===== config.mk =====
export PLATFORM = sky130hd
export DESIGN_NAME = demux_16_deframer_flat
export DESIGN_NICKNAME = d
export VERILOG_FILES = /design/src/rtl/demux_16_deframer_if.sv /design/src/rtl/demux_16_deframer.sv /design/src/flat_wrapper.sv
export SDC_FILE = /design/constraint.sdc
export NUM_CORES = 1
export LEC_CHECK = 0
export ABC_AREA = 0
export CORE_MARGIN = 10
export CORE_UTILIZATION = 47
export DETAILED_ROUTE_END_ITERATION = 6
export PLACE_DENSITY = 0.75
export SYNTH_ARGS = -nofsm -noshare
export SYNTH_HDL_FRONTEND = slang
export SYNTH_SLANG_ARGS = --single-unit

===== constraint.sdc =====
create_clock -name clk -period 1.65 [get_ports clk]
set_input_delay 0.495 -clock clk [delete_from_list [all_inputs] [get_ports clk]]
set_output_delay 0.495 -clock clk [all_outputs]
set_load 0.01 [all_outputs]

===== src/rtl/demux_16_deframer_if.sv =====
`default_nettype none
// ============================================================================
// Module   : demux_16_deframer_if
// Purpose  : Serial-in / frame-out bus bundle for the 1:16 TDM deframer.
//            The master drives the serial sample stream. The slave (the
//            deframer) returns the assembled frame and its status.
// Revision : 1.0  initial release
// ============================================================================
interface demux_16_deframer_if #(
  parameter int W = 1
);
  logic [W-1:0]    din;
  logic            din_valid;
  logic            sync;
  logic [16*W-1:0] y;
  logic            frame_done;
  logic            frame_err;
  logic            busy;
  logic [3:0]      chan;

  modport master (
    output din, din_valid, sync,
    input  y, frame_done, frame_err, busy, chan
  );

  modport slave (
    input  din, din_valid, sync,
    output y, frame_done, frame_err, busy, chan
  );
endinterface
`default_nettype wire


===== src/rtl/demux_16_deframer.sv =====
`default_nettype none
// ============================================================================
// Module   : demux_16_deframer
// Purpose  : Sequential 1:16 time-division demultiplexer. It collects 16
//            W-bit samples that start at a sync marker. When the frame is
//            complete, all 16 lanes are written to y on one edge.
// Revision : 1.0  initial release
// ============================================================================
module demux_16_deframer #(
  parameter int W = 1
) (
  input  wire logic           clk,
  input  wire logic           rst_n,
  demux_16_deframer_if.slave  bus
);

  typedef enum logic [0:0] {
    S_IDLE = 1'b0,
    S_FILL = 1'b1
  } state_t;

  state_t          state_q, state_d;
  logic [3:0]      ptr_q, ptr_d;
  logic [W-1:0]    shadow_q [15];
  logic [W-1:0]    shadow_d [15];
  logic [16*W-1:0] y_q, y_d;
  logic            frame_done_q, frame_done_d;
  logic            frame_err_q, frame_err_d;

  // Next-state logic. A sync restarts the frame even on the 16th sample,
  // so the restart branch is tested before the completion branch.
  always_comb begin
    state_d      = state_q;
    ptr_d        = ptr_q;
    shadow_d     = shadow_q;
    y_d          = y_q;
    frame_done_d = 1'b0;
    frame_err_d  = 1'b0;

    if (bus.din_valid) begin
      case (state_q)
        S_IDLE: begin
          if (bus.sync) begin
            shadow_d[0] = bus.din;
            ptr_d       = 4'd1;
            state_d     = S_FILL;
          end
        end
        S_FILL: begin
          if (bus.sync) begin
            frame_err_d = 1'b1;
            shadow_d[0] = bus.din;
            ptr_d       = 4'd1;
          end else if (ptr_q == 4'd15) begin
            for (int k = 0; k < 15; k++) begin
              y_d[k*W +: W] = shadow_q[k];
            end
            y_d[15*W +: W] = bus.din;
            frame_done_d   = 1'b1;
            ptr_d          = 4'd0;
            state_d        = S_IDLE;
          end else begin
            for (int k = 0; k < 15; k++) begin
              if (ptr_q == 4'(k)) begin
                shadow_d[k] = bus.din;
              end
            end
            ptr_d = ptr_q + 4'd1;
          end
        end
        default: begin
          state_d = S_IDLE;
          ptr_d   = 4'd0;
        end
      endcase
    end
  end

  // State, pointer, shadow and output registers. Reset discards any partial frame.
  always_ff @(posedge clk or negedge rst_n) begin
    if (!rst_n) begin
      state_q      <= S_IDLE;
      ptr_q        <= 4'd0;
      y_q          <= '0;
      frame_done_q <= 1'b0;
      frame_err_q  <= 1'b0;
      for (int k = 0; k < 15; k++) begin
        shadow_q[k] <= '0;
      end
    end else begin
      state_q      <= state_d;
      ptr_q        <= ptr_d;
      shadow_q     <= shadow_d;
      y_q          <= y_d;
      frame_done_q <= frame_done_d;
      frame_err_q  <= frame_err_d;
    end
  end

  assign bus.y          = y_q;
  assign bus.frame_done = frame_done_q;
  assign bus.frame_err  = frame_err_q;
  assign bus.busy       = (state_q == S_FILL);
  assign bus.chan       = ptr_q;

endmodule
`default_nettype wire


===== src/flat_wrapper.sv =====
// flat-port wrapper written by rule: the top's interface ports become plain ports
module demux_16_deframer_flat 
#(
  parameter int W = 1
)
  (clk, rst_n, bus_din, bus_din_valid, bus_sync, bus_y, bus_frame_done, bus_frame_err, bus_busy, bus_chan);
  demux_16_deframer_if #(.W(W)) bus_i ();
  input  wire logic clk;
  input  wire logic rst_n;
  input wire logic [$bits(bus_i.din)-1:0] bus_din;
  input wire logic [$bits(bus_i.din_valid)-1:0] bus_din_valid;
  input wire logic [$bits(bus_i.sync)-1:0] bus_sync;
  output wire logic [$bits(bus_i.y)-1:0] bus_y;
  output wire logic [$bits(bus_i.frame_done)-1:0] bus_frame_done;
  output wire logic [$bits(bus_i.frame_err)-1:0] bus_frame_err;
  output wire logic [$bits(bus_i.busy)-1:0] bus_busy;
  output wire logic [$bits(bus_i.chan)-1:0] bus_chan;
  assign bus_i.din = bus_din;
  assign bus_i.din_valid = bus_din_valid;
  assign bus_i.sync = bus_sync;
  assign bus_y = bus_i.y;
  assign bus_frame_done = bus_i.frame_done;
  assign bus_frame_err = bus_i.frame_err;
  assign bus_busy = bus_i.busy;
  assign bus_chan = bus_i.chan;
  demux_16_deframer #(.W(W)) u_core (.clk(clk), .rst_n(rst_n), .bus(bus_i));
endmodule

==> out/metrics.csv, run 1 <==
stage,metric,value,unit
outcome,status,completed,
synthesis,Cells after Synth,136,
synthesis,Yosys reg bits,38,
sta,max_slew headroom,74.60,%
sta,Setup Skew,0.01030,ns
clocking,cts bufs inserted,5,
critical_path,CP required,1.89,ns
synthesis,Yosys cell types,28,
routing,DRC viols,0,
synthesis,Synth Area in Adders,2.952,%
clocking,# H-tree levels,2,
placement,Cells after DPL,219,
routing,Pre-antenna DRT Iters,4,
synthesis,main combinational cell family by area after synthesis,multiplexers,
pwr,P_leak,1.167,nW
critical_path,worst reg2reg setup slack,0.02,ns
floorplan,die area,0.006410,sq mm
routing,Avg WL per Cell,16.43,um
routing,via count,1256,
synthesis,"FFs w/ async S/R, synth",100.0,%
critical_path,RR Startpoint,u_core.bus.chan[0],
global_routing,Tot GR Track Use,12.66,%
final_layout,Multi-input gate area,729.5,sq um
sta,Period minus WS final,1.631,ns
final_layout,FILL cells,279,
synthesis,Mean Syn Cell Area,12.47,sq um
sta,"Hold Vio Cnt, Final",0,
final_layout,Area Growth Syn to Fin,34.54,%
synthesis,Post-synth EDFFs,0,
floorplan,# rows,21,
clocking,TritonCTS clock tree,built,
clocking,cts hold-fix bufs,0,
critical_path,critical path data arrival time,1.87,ns
routing,final WL,3.779,mm
placement,I/O Buffers,27,
sta,Final WS setup,0.01853,ns
sta,setup TNS after final layout,0,ns
critical_path,CP cell instances,buf_6 -> ha_4 -> nand2_4 -> nor4_4 -> buf_4 -> clkbuf_16 -> mux2_2,
clocking,Longest Clk Path Bufs,2,
critical_path,reg2reg end,u_core.bus.y[7],
critical_path,crit-path max FO,7,
final_layout,fin util,66.78,%
global_routing,largest net degree at the start of global routing,26,
critical_path,"CP delay by family, top",buffers and inverters,
synthesis,XOR/XNOR Fraction of Synth Area,0,%
synthesis,top_reg_cell synth,dfrtp_1,
pwr,VDD IR max,0.0008131,V
global_routing,gr ovfl total,0,
synthesis,Area contributors post-synth,"dfrtp_1 56%, mux2_2 20%, nand2_1 4.4%",
floorplan,Initial Util,49.63,%
synthesis,Synth warnings,0,
sta,period utilisation layout,98.88,%
final_layout,Post-Layout Cell Count,230,
routing,Final ANT Viol Nets,0,
clocking,Worst-Skew Late Latency,0.34,ns
final_layout,sequential cell area,954.7,sq um
final_layout,diode count,0,
synthesis,Yosys top cell area share,56.09,%
final_layout,share of cells above drive strength 1,38.59,%
synthesis,Post-Synthesis Cell Area,0.001695,sq mm
floorplan,core area,0.003416,sq mm
floorplan,die width,80.06,um
pwr,PwrDens,1085,mW/mm^2
floorplan,die height,80.06,um
synthesis,Post-Syn Nets,145,
placement,RD Place Congestion,0.8414,
floorplan,io pins,28,
clocking,CTS root buf,clkbuf_4,
critical_path,Crit. End Element,flip-flop,
synthesis,post-synthesis sequential area ratio,56.09,%
placement,dpl hpwl,2.717,mm
synthesis,Synth Area in Simple Gates,12.84,%
critical_path,worst r2r path cells,7,
sta,Max Clk Rate,612.9,MHz
critical_path,Worst path max stage delay,0.38,ns
synthesis,multiplexer share of the synthesized area,19.93,%
global_routing,first-pass GRT wire length,6.382,mm
critical_path,Crit Path Category,flip-flop to flip-flop,
clocking,clk sinks,38,
clocking,clock-pin transition on the worst setup and hold timing paths,0.11,ns
routing,number of DRC markers in iteration 0,53,
sta,fin. max-slew vios,0,
sta,Worst-Margin Slew,0.3810,ns
critical_path,"Slowest-stage cell, CP",dfrtp_2,
routing,via density per instance,5.461,
synthesis,Compound-Gate Fraction of Synth Area,4.871,%
global_routing,initial antenna violation count,0,
critical_path,WP buf/inv,3,
critical_path,Crit. Startpoint,u_core.bus.chan[0],
sta,RSZ-0062 raised after global routing,yes,
final_layout,NumNets Final,193,
min_path,Hold Crit Class,primary input to async pin,
critical_path,startpoint types,flip-flop,
placement,Setup WS pre-CTS,-0.4027,ns
synthesis,top-count cell post-synth,dfrtp_1,
pwr,Pwr Total,2.476,mW
global_routing,number of global-route vias before repair,1317,
synthesis,Synth top cells by count,"38 x dfrtp_1, 30 x mux2_2, 20 x nand2_1",
run,max-cap violation count,0,
synthesis,dominant cell type by area after synthesis,dfrtp_1,
sta,final setup violation count,0,
[worst reg2reg max path: stages, from the launching register on]
cell	delay (ns)
dfrtp_2	0.38
buf_6	0.09
ha_4	0.14
nand2_4	0.05
nor4_4	0.23
buf_4	0.18
clkbuf_16	0.14
mux2_2	0.32
[metrics by stage]
stage | area, sq um | hold WS, ns
global placement | 2160 | 0.4195
CTS | 2275 | 0.04755
global route | 2281 | 0.05852
floorplan | 1713 | 0.1994
finish | 2281 | 0.04858
detailed placement | 2160 | 0.4344
[what timing repair did]
| item | in CTS | in global routing |
|---|---|---|
| gates resized for setup | 35 | 5 |
| setup buffers | 2 | 1 |
| endpoints found under the setup margin | 29 | 22 |
| pin swaps | 2 | 0 |
| gates cloned | 1 | 0 |
[per-layer routing]
layer	global-route usage (%)	wire (um)
met4	5.458	74
met1	14.50	1503
met5	0	0
met3	4.343	290
met2	20.95	1911
[state kept, by name, indices dropped and copies added, names as in the netlist]
signal	flops
u_core.bus.y	16
u_core.shadow_q	15
u_core.bus.chan	4
u_core.bus.busy	1
u_core.bus.frame_done	1
u_core.bus.frame_err	1
[layout make-up]
class / count / share of cell area (%)
inverter: 4 / 0.6583
timing repair buffer: 48 / 19.42
sequential: 38 / 41.85
tap: 46 / 2.523
multi-input combinational: 87 / 31.98
clock buffer: 6 / 2.249
clock inverter: 1 / 1.317
[cells by family (layout without fill, tap and decap cells)]
kind of cell,Yosys count,in the layout
buffers and inverters,11,59
muxes,30,30
and+or+nand+nor,40,40
DFF,38,38
adders and majority gates,4,4
AOI/OAI and AO/OA,13,13
[cell usage in the layout (no fill, tap or decap), types with 4 or more instances in the layout]
cell type / instances
dfrtp_1: 35
mux2_2: 27
dlygate4sd2_1: 23
nand2_1: 18
buf_4: 16
clkbuf_4: 5
o21ai_0: 4
[power by group]
| group | internal [mW] | leakage (nW) | switching (mW) |
|---|---|---|---|
| sequential | 1.11 | 0.502 | 0.119 |
| combinational | 0.317 | 0.621 | 0.295 |
| clock | 0.353 | 0.0443 | 0.285 |
| total | 1.78 | 1.17 | 0.699 |
[worst max path at each step]
stage	cells after the start	slack [ns]	end
CTS	6	-0.003	u_core.bus.y[10]
floorplan	5	-0.15	u_core.bus.y[15]
global placement	6	-0.37	u_core.shadow_q[9]
detailed placement	6	-0.40	u_core.shadow_q[5]
finish	7	0.02	u_core.bus.y[7]
global route	7	-0.01	u_core.bus.y[3]
No activity file was read; power rests on OpenSTA's default activity.
==> run 2, diff against run 1 <==
CTS_CLUSTER_SIZE = 24   (was not set)
SKIP_CTS_REPAIR_TIMING = 1   (was not set)
==> out/metrics.csv, run 2 (synthesized netlist as in run 1, its figures left out) <==
stage,metric,value,unit
outcome,status,completed,
critical_path,CP required,1.89,ns
placement,placement-stage cell area,0.002160,sq mm
routing,Avg WL per Cell,16.88,um
sta,Worst-Margin Slew,0.3798,ns
final_layout,fin util,68.75,%
clocking,TritonCTS clock tree,built,
sta,Max Clk Rate,615.9,MHz
global_routing,largest net degree at the start of global routing,26,
sta,"Hold Vio Cnt, Final",0,
clocking,# H-tree levels,2,
sta,Period minus WS final,1.624,ns
sta,fin. max-slew vios,0,
floorplan,io pins,28,
critical_path,Crit. End Element,flip-flop,
floorplan,die area,0.006410,sq mm
critical_path,CP cell instances,ha_4 -> nand2_2 -> nor4_4 -> buf_4 -> clkbuf_16 -> mux2_2,
floorplan,# rows,21,
min_path,Hold Crit Class,primary input to async pin,
final_layout,max reg flops,16,
final_layout,"commonest cells after routing, fill and taps aside","35 x dfrtp_1, 30 x mux2_2, 25 x dlymetal6s2s_1, 18 x nand2_1, 16 x buf_4",
floorplan,die height,80.06,um
routing,Pre-antenna DRT Iters,4,
pwr,Sw Pwr,0.6940,mW
final_layout,diode count,0,
floorplan,Initial Util,49.63,%
pwr,PwrDens,1062,mW/mm^2
placement,Setup WS pre-CTS,-0.4027,ns
pwr,VDD IR max,0.0009638,V
critical_path,startpoint types,flip-flop,
sta,Final WS setup,0.02643,ns
final_layout,Post-Layout Cell Count,229,
critical_path,"Slowest-stage cell, CP",dfrtp_2,
global_routing,Tot GR Track Use,12.08,%
routing,number of DRC markers in iteration 0,38,
placement,RD Place Congestion,0.8414,
global_routing,number of global-route vias before repair,1301,
final_layout,post-route cell area,0.002349,sq mm
routing,via count,1231,
routing,DRC viols,0,
critical_path,"CP delay by family, top",flip-flops,
sta,setup TNS after final layout,0,ns
final_layout,FILL cells,255,
critical_path,Worst path max stage delay,0.40,ns
pwr,Sw Share,27.84,%
critical_path,WP buf/inv,2,
floorplan,core area,0.003416,sq mm
run,max-cap violation count,0,
critical_path,crit-path max FO,7,
sta,max_slew headroom,74.68,%
floorplan,die width,80.06,um
placement,Cells after DPL,219,
global_routing,initial antenna violation count,0,
pwr,Comb pwr share,25.7,%
clocking,clock-pin transition on the worst setup and hold timing paths,0.11,ns
final_layout,NumNets Final,192,
sta,Setup Skew,0.01167,ns
final_layout,"commonest non-fill, non-tap cell in the layout",dfrtp_1,
pwr,Clk pwr share,25.5,%
clocking,Worst-Skew Late Latency,0.34,ns
routing,via density per instance,5.376,
routing,final WL,3.865,mm
clocking,CTS root buf,clkbuf_4,
clocking,clk sinks,38,
critical_path,Crit Path Category,flip-flop to flip-flop,
clocking,Longest Clk Path Bufs,2,
critical_path,critical path data arrival time,1.86,ns
pwr,Internal,1.799,mW
placement,dpl hpwl,2.717,mm
placement,I/O Buffers,27,
pwr,sequential power share,48.8,%
final_layout,share of cells above drive strength 1,36.61,%
final_layout,Area Growth Syn to Fin,38.52,%
pwr,P_leak,1.455,nW
global_routing,first-pass GRT wire length,6.134,mm
sta,period utilisation layout,98.40,%
global_routing,gr ovfl total,0,
routing,Final ANT Viol Nets,0,
sta,final setup violation count,0,
clocking,cts bufs inserted,5,
## run 2: changes by cell type in the layout (fill, tap and decap cells not counted)
cell            change
nor4bb_1            +1
buf_2               -1
clkbuf_2            -1
mux2_4              -3
dlymetal6s2s_1     +25
mux2_2              +3
nand2_2             +1
dlygate4sd2_1      -23
buf_6               -1
nand2_4             -1
nor4bb_2            -1
## run 2: worst register-to-register path, stage by stage, from the launching register on
cell and delay [ns]:
dfrtp_2 0.40, ha_4 0.15, nand2_2 0.06, nor4_4 0.23
buf_4 0.19, clkbuf_16 0.15, mux2_2 0.34
## run 2: area by class of cell
type                       instances  area, sq um  share of cell area, %
clock inverter                     1        30.03                  1.279
multi-input combinational         87        706.9                  30.10
tap                               46        57.56                  2.451
timing repair buffer              47        533.0                  22.70
sequential                        38        954.7                  40.65
inverter                           4        15.01                 0.6393
clock buffer                       6        51.30                  2.184
## run 2: routing by layer
metal	GRT usage (%)	share of wire, %
met1	13.22	41
met2	20.30	51
met3	4.566	6.1
met4	5.458	1.9
met5	0	0
## run 2: power by group through the flow
stage / clock, mW / combinational, mW / sequential [mW]
3_3_place_gp: 0 / 0.599 / 1.22
6_report: 0.635 / 0.641 / 1.22
2_1_floorplan: 0 / 0.351 / 1.23
4_1_cts: 0.659 / 0.634 / 1.22
3_5_place_dp: 0 / 0.630 / 1.24
5_1_grt: 0.692 / 0.704 / 1.24
## run 2: metrics by stage
stage	total power, mW	hold slack, ns
5_1_grt	2.637	0.05793
4_1_cts	2.512	0.04759
2_1_floorplan	1.578	0.1994
6_report	2.493	0.04718
3_5_place_dp	1.869	0.4344
3_3_place_gp	1.822	0.4195
## run 2: worst paths after layout
kind	startpoint	end	slack, ns	depth (start not counted)
setup / recovery	u_core.bus.chan[1]	u_core.bus.y[4]	0.03	6
hold / removal	rst_n	u_core.bus.frame_err	0.05	1
setup reg to reg	u_core.bus.chan[1]	u_core.bus.y[4]	0.03	6
hold reg to reg	u_core.bus.y[0]	u_core.bus.y[0]	0.51	1
max in group asynchronous	rst_n	u_core.bus.y[14]	1.14	2
min in group clk	u_core.bus.y[0]	u_core.bus.y[0]	0.51	1
==> run 3, diff against run 2 <==
SKIP_LAST_GASP = 1   (was not set)
TNS_END_PERCENT = 5   (was not set)
==> out/metrics.csv, run 3 (synthesized netlist as in run 1, its figures left out) <==
stage,metric,value,unit
sta,Max Clk Rate,528.5,MHz
clocking,Worst-Skew Late Latency,0.34,ns
clocking,TritonCTS clock tree,built,
pwr,sequential power share,49.1,%
routing,DRC viols,0,
clocking,# H-tree levels,2,
clocking,clock-pin transition on the worst setup and hold timing paths,0.11,ns
routing,Avg WL per Cell,15.91,um
floorplan,core area,0.003416,sq mm
critical_path,CP required,1.15,ns
outcome,status,"finished, violations left",
floorplan,io pins,28,
global_routing,largest net degree at the start of global routing,26,
final_layout,"commonest non-fill, non-tap cell in the layout",dfrtp_1,
final_layout,"commonest cells after routing, fill and taps aside","35 x dfrtp_1, 30 x mux2_2, 25 x clkdlybuf4s50_1, 19 x nand2_1, 14 x buf_4",
routing,number of DRC markers in iteration 0,64,
sta,RSZ-0062 raised after global routing,yes,
placement,RD Place Congestion,0.8414,
final_layout,FILL cells,270,
final_layout,Multi-input gate area,703.2,sq um
final_layout,share of cells above drive strength 1,34.44,%
sta,final setup violation count,36,
sta,"Hold Vio Cnt, Final",0,
routing,final WL,3.596,mm
pwr,P_leak,1.039,nW
placement,I/O Buffers,27,
critical_path,crit-path max FO,5,
clocking,CTS root buf,clkbuf_4,
pwr,PwrDens,1107,mW/mm^2
floorplan,Initial Util,49.63,%
routing,via density per instance,5.332,
placement,dpl hpwl,2.717,mm
pwr,Sw Pwr,0.6881,mW
critical_path,startpoint types,flip-flop,
floorplan,die area,0.006410,sq mm
sta,max_slew headroom,74.29,%
routing,via count,1205,
floorplan,die height,80.06,um
critical_path,Worst path max stage delay,0.53,ns
final_layout,sequential cell area,954.7,sq um
critical_path,WP buf/inv,2,
routing,Pre-antenna DRT Iters,4,
final_layout,Area Growth Syn to Fin,32.40,%
sta,period utilisation layout,114.7,%
floorplan,# rows,21,
clocking,clk sinks,38,
pwr,Internal,1.798,mW
pwr,Sw Share,27.68,%
floorplan,die width,80.06,um
clocking,cts bufs inserted,5,
sta,fin. max-slew vios,0,
global_routing,first-pass GRT wire length,6.134,mm
placement,Setup WS pre-CTS,-0.4027,ns
sta,Final WS setup,-0.2423,ns
global_routing,initial antenna violation count,0,
clocking,Longest Clk Path Bufs,2,
final_layout,diode count,0,
final_layout,NumNets Final,189,
sta,Setup Skew,0.01211,ns
pwr,Clk pwr share,25.7,%
critical_path,Crit Path Category,flip-flop to output pin,
sta,worst hold slack,0.05077,ns
critical_path,critical path data arrival time,1.40,ns
critical_path,"CP delay by family, top",buffers and inverters,
critical_path,CP cell instances,buf_4 -> clkdlybuf4s50_1,
global_routing,gr ovfl total,0,
pwr,Comb pwr share,25.2,%
critical_path,"Slowest-stage cell, CP",clkdlybuf4s50_1,
global_routing,Tot GR Track Use,12.08,%
run,max-cap violation count,0,
final_layout,max reg flops,16,
min_path,Hold Crit Class,primary input to async pin,
global_routing,number of global-route vias before repair,1301,
outcome,failing checks,negative setup slack,
routing,Final ANT Viol Nets,0,
sta,Worst-Margin Slew,0.3857,ns
sta,Period minus WS final,1.892,ns
pwr,VDD IR max,0.0009485,V
critical_path,Crit. End Element,output pin,
[run 3: cell types whose count changed in the layout (fill, tap and decap cells not counted)]
cell	change
and3_1	+1
and3_2	-1
buf_4	-2
clkbuf_16	-1
clkdlybuf4s50_1	+24
dlymetal6s2s_1	-24
nand2_1	+1
nand2_2	-1
[run 3: per-stage QoR]
| stage | setup TNS [ns] | power [mW] | util [%] | area (sq um) | std cells |
|---|---|---|---|---|---|
| 5_1_grt | -4.629 | 2.635 | 65.71 | 2245 | 226 |
| 3_3_place_gp | -10.78 | 1.822 | 63.22 | 2160 | 219 |
| 3_5_place_dp | -11.20 | 1.869 | 63.22 | 2160 | 219 |
| 6_report | -2.352 | 2.486 | 65.71 | 2245 | 226 |
| 4_1_cts | -3.126 | 2.512 | 65.60 | 2241 | 226 |
| 2_1_floorplan | -1.351 | 1.578 | - | 1713 | 136 |
[run 3: layout make-up]
| class | instances | share of cell area [%] |
|---|---|---|
| Clock inverter | 1 | 1.338 |
| Sequential cell | 38 | 42.53 |
| Timing Repair Buffer | 44 | 19.29 |
| Inverter | 4 | 0.6689 |
| Multi-Input combinational cell | 87 | 31.33 |
| Tap cell | 46 | 2.564 |
| Clock buffer | 6 | 2.285 |
[run 3: worst paths after layout]
| path | start | to | slack (ns) | cells after the start |
|---|---|---|---|---|
| worst max-delay path | u_core.bus.chan[1] | bus_chan[1] | -0.24 | 2 |
| worst min-delay path | rst_n | u_core.bus.frame_err | 0.05 | 1 |
| worst max register to register | u_core.bus.chan[1] | u_core.bus.y[12] | 0.05 | 5 |
| worst min register to register | u_core.shadow_q[7] | u_core.bus.y[7] | 0.51 | 1 |
| max in group asynchronous | rst_n | u_core.bus.y[14] | 1.14 | 2 |
| min in group clk | u_core.shadow_q[7] | u_core.bus.y[7] | 0.51 | 1 |
[run 3: power groups by stage]
stage / sequential, mW / combinational [mW] / clock [mW]
final: 1.22 / 0.627 / 0.638
after global routing: 1.25 / 0.692 / 0.693
after CTS: 1.22 / 0.634 / 0.659
after detailed placement: 1.24 / 0.630 / 0
after global placement: 1.22 / 0.599 / 0
after floorplan: 1.23 / 0.351 / 0
[run 3: routing by layer]
layer	track usage (%)	up-vias	wire length, um
li1	-	565	-
met1	13.22	597	1520
met2	20.30	35	1742
met3	4.566	8	259
met4	5.458	0	74
met5	0	-	0
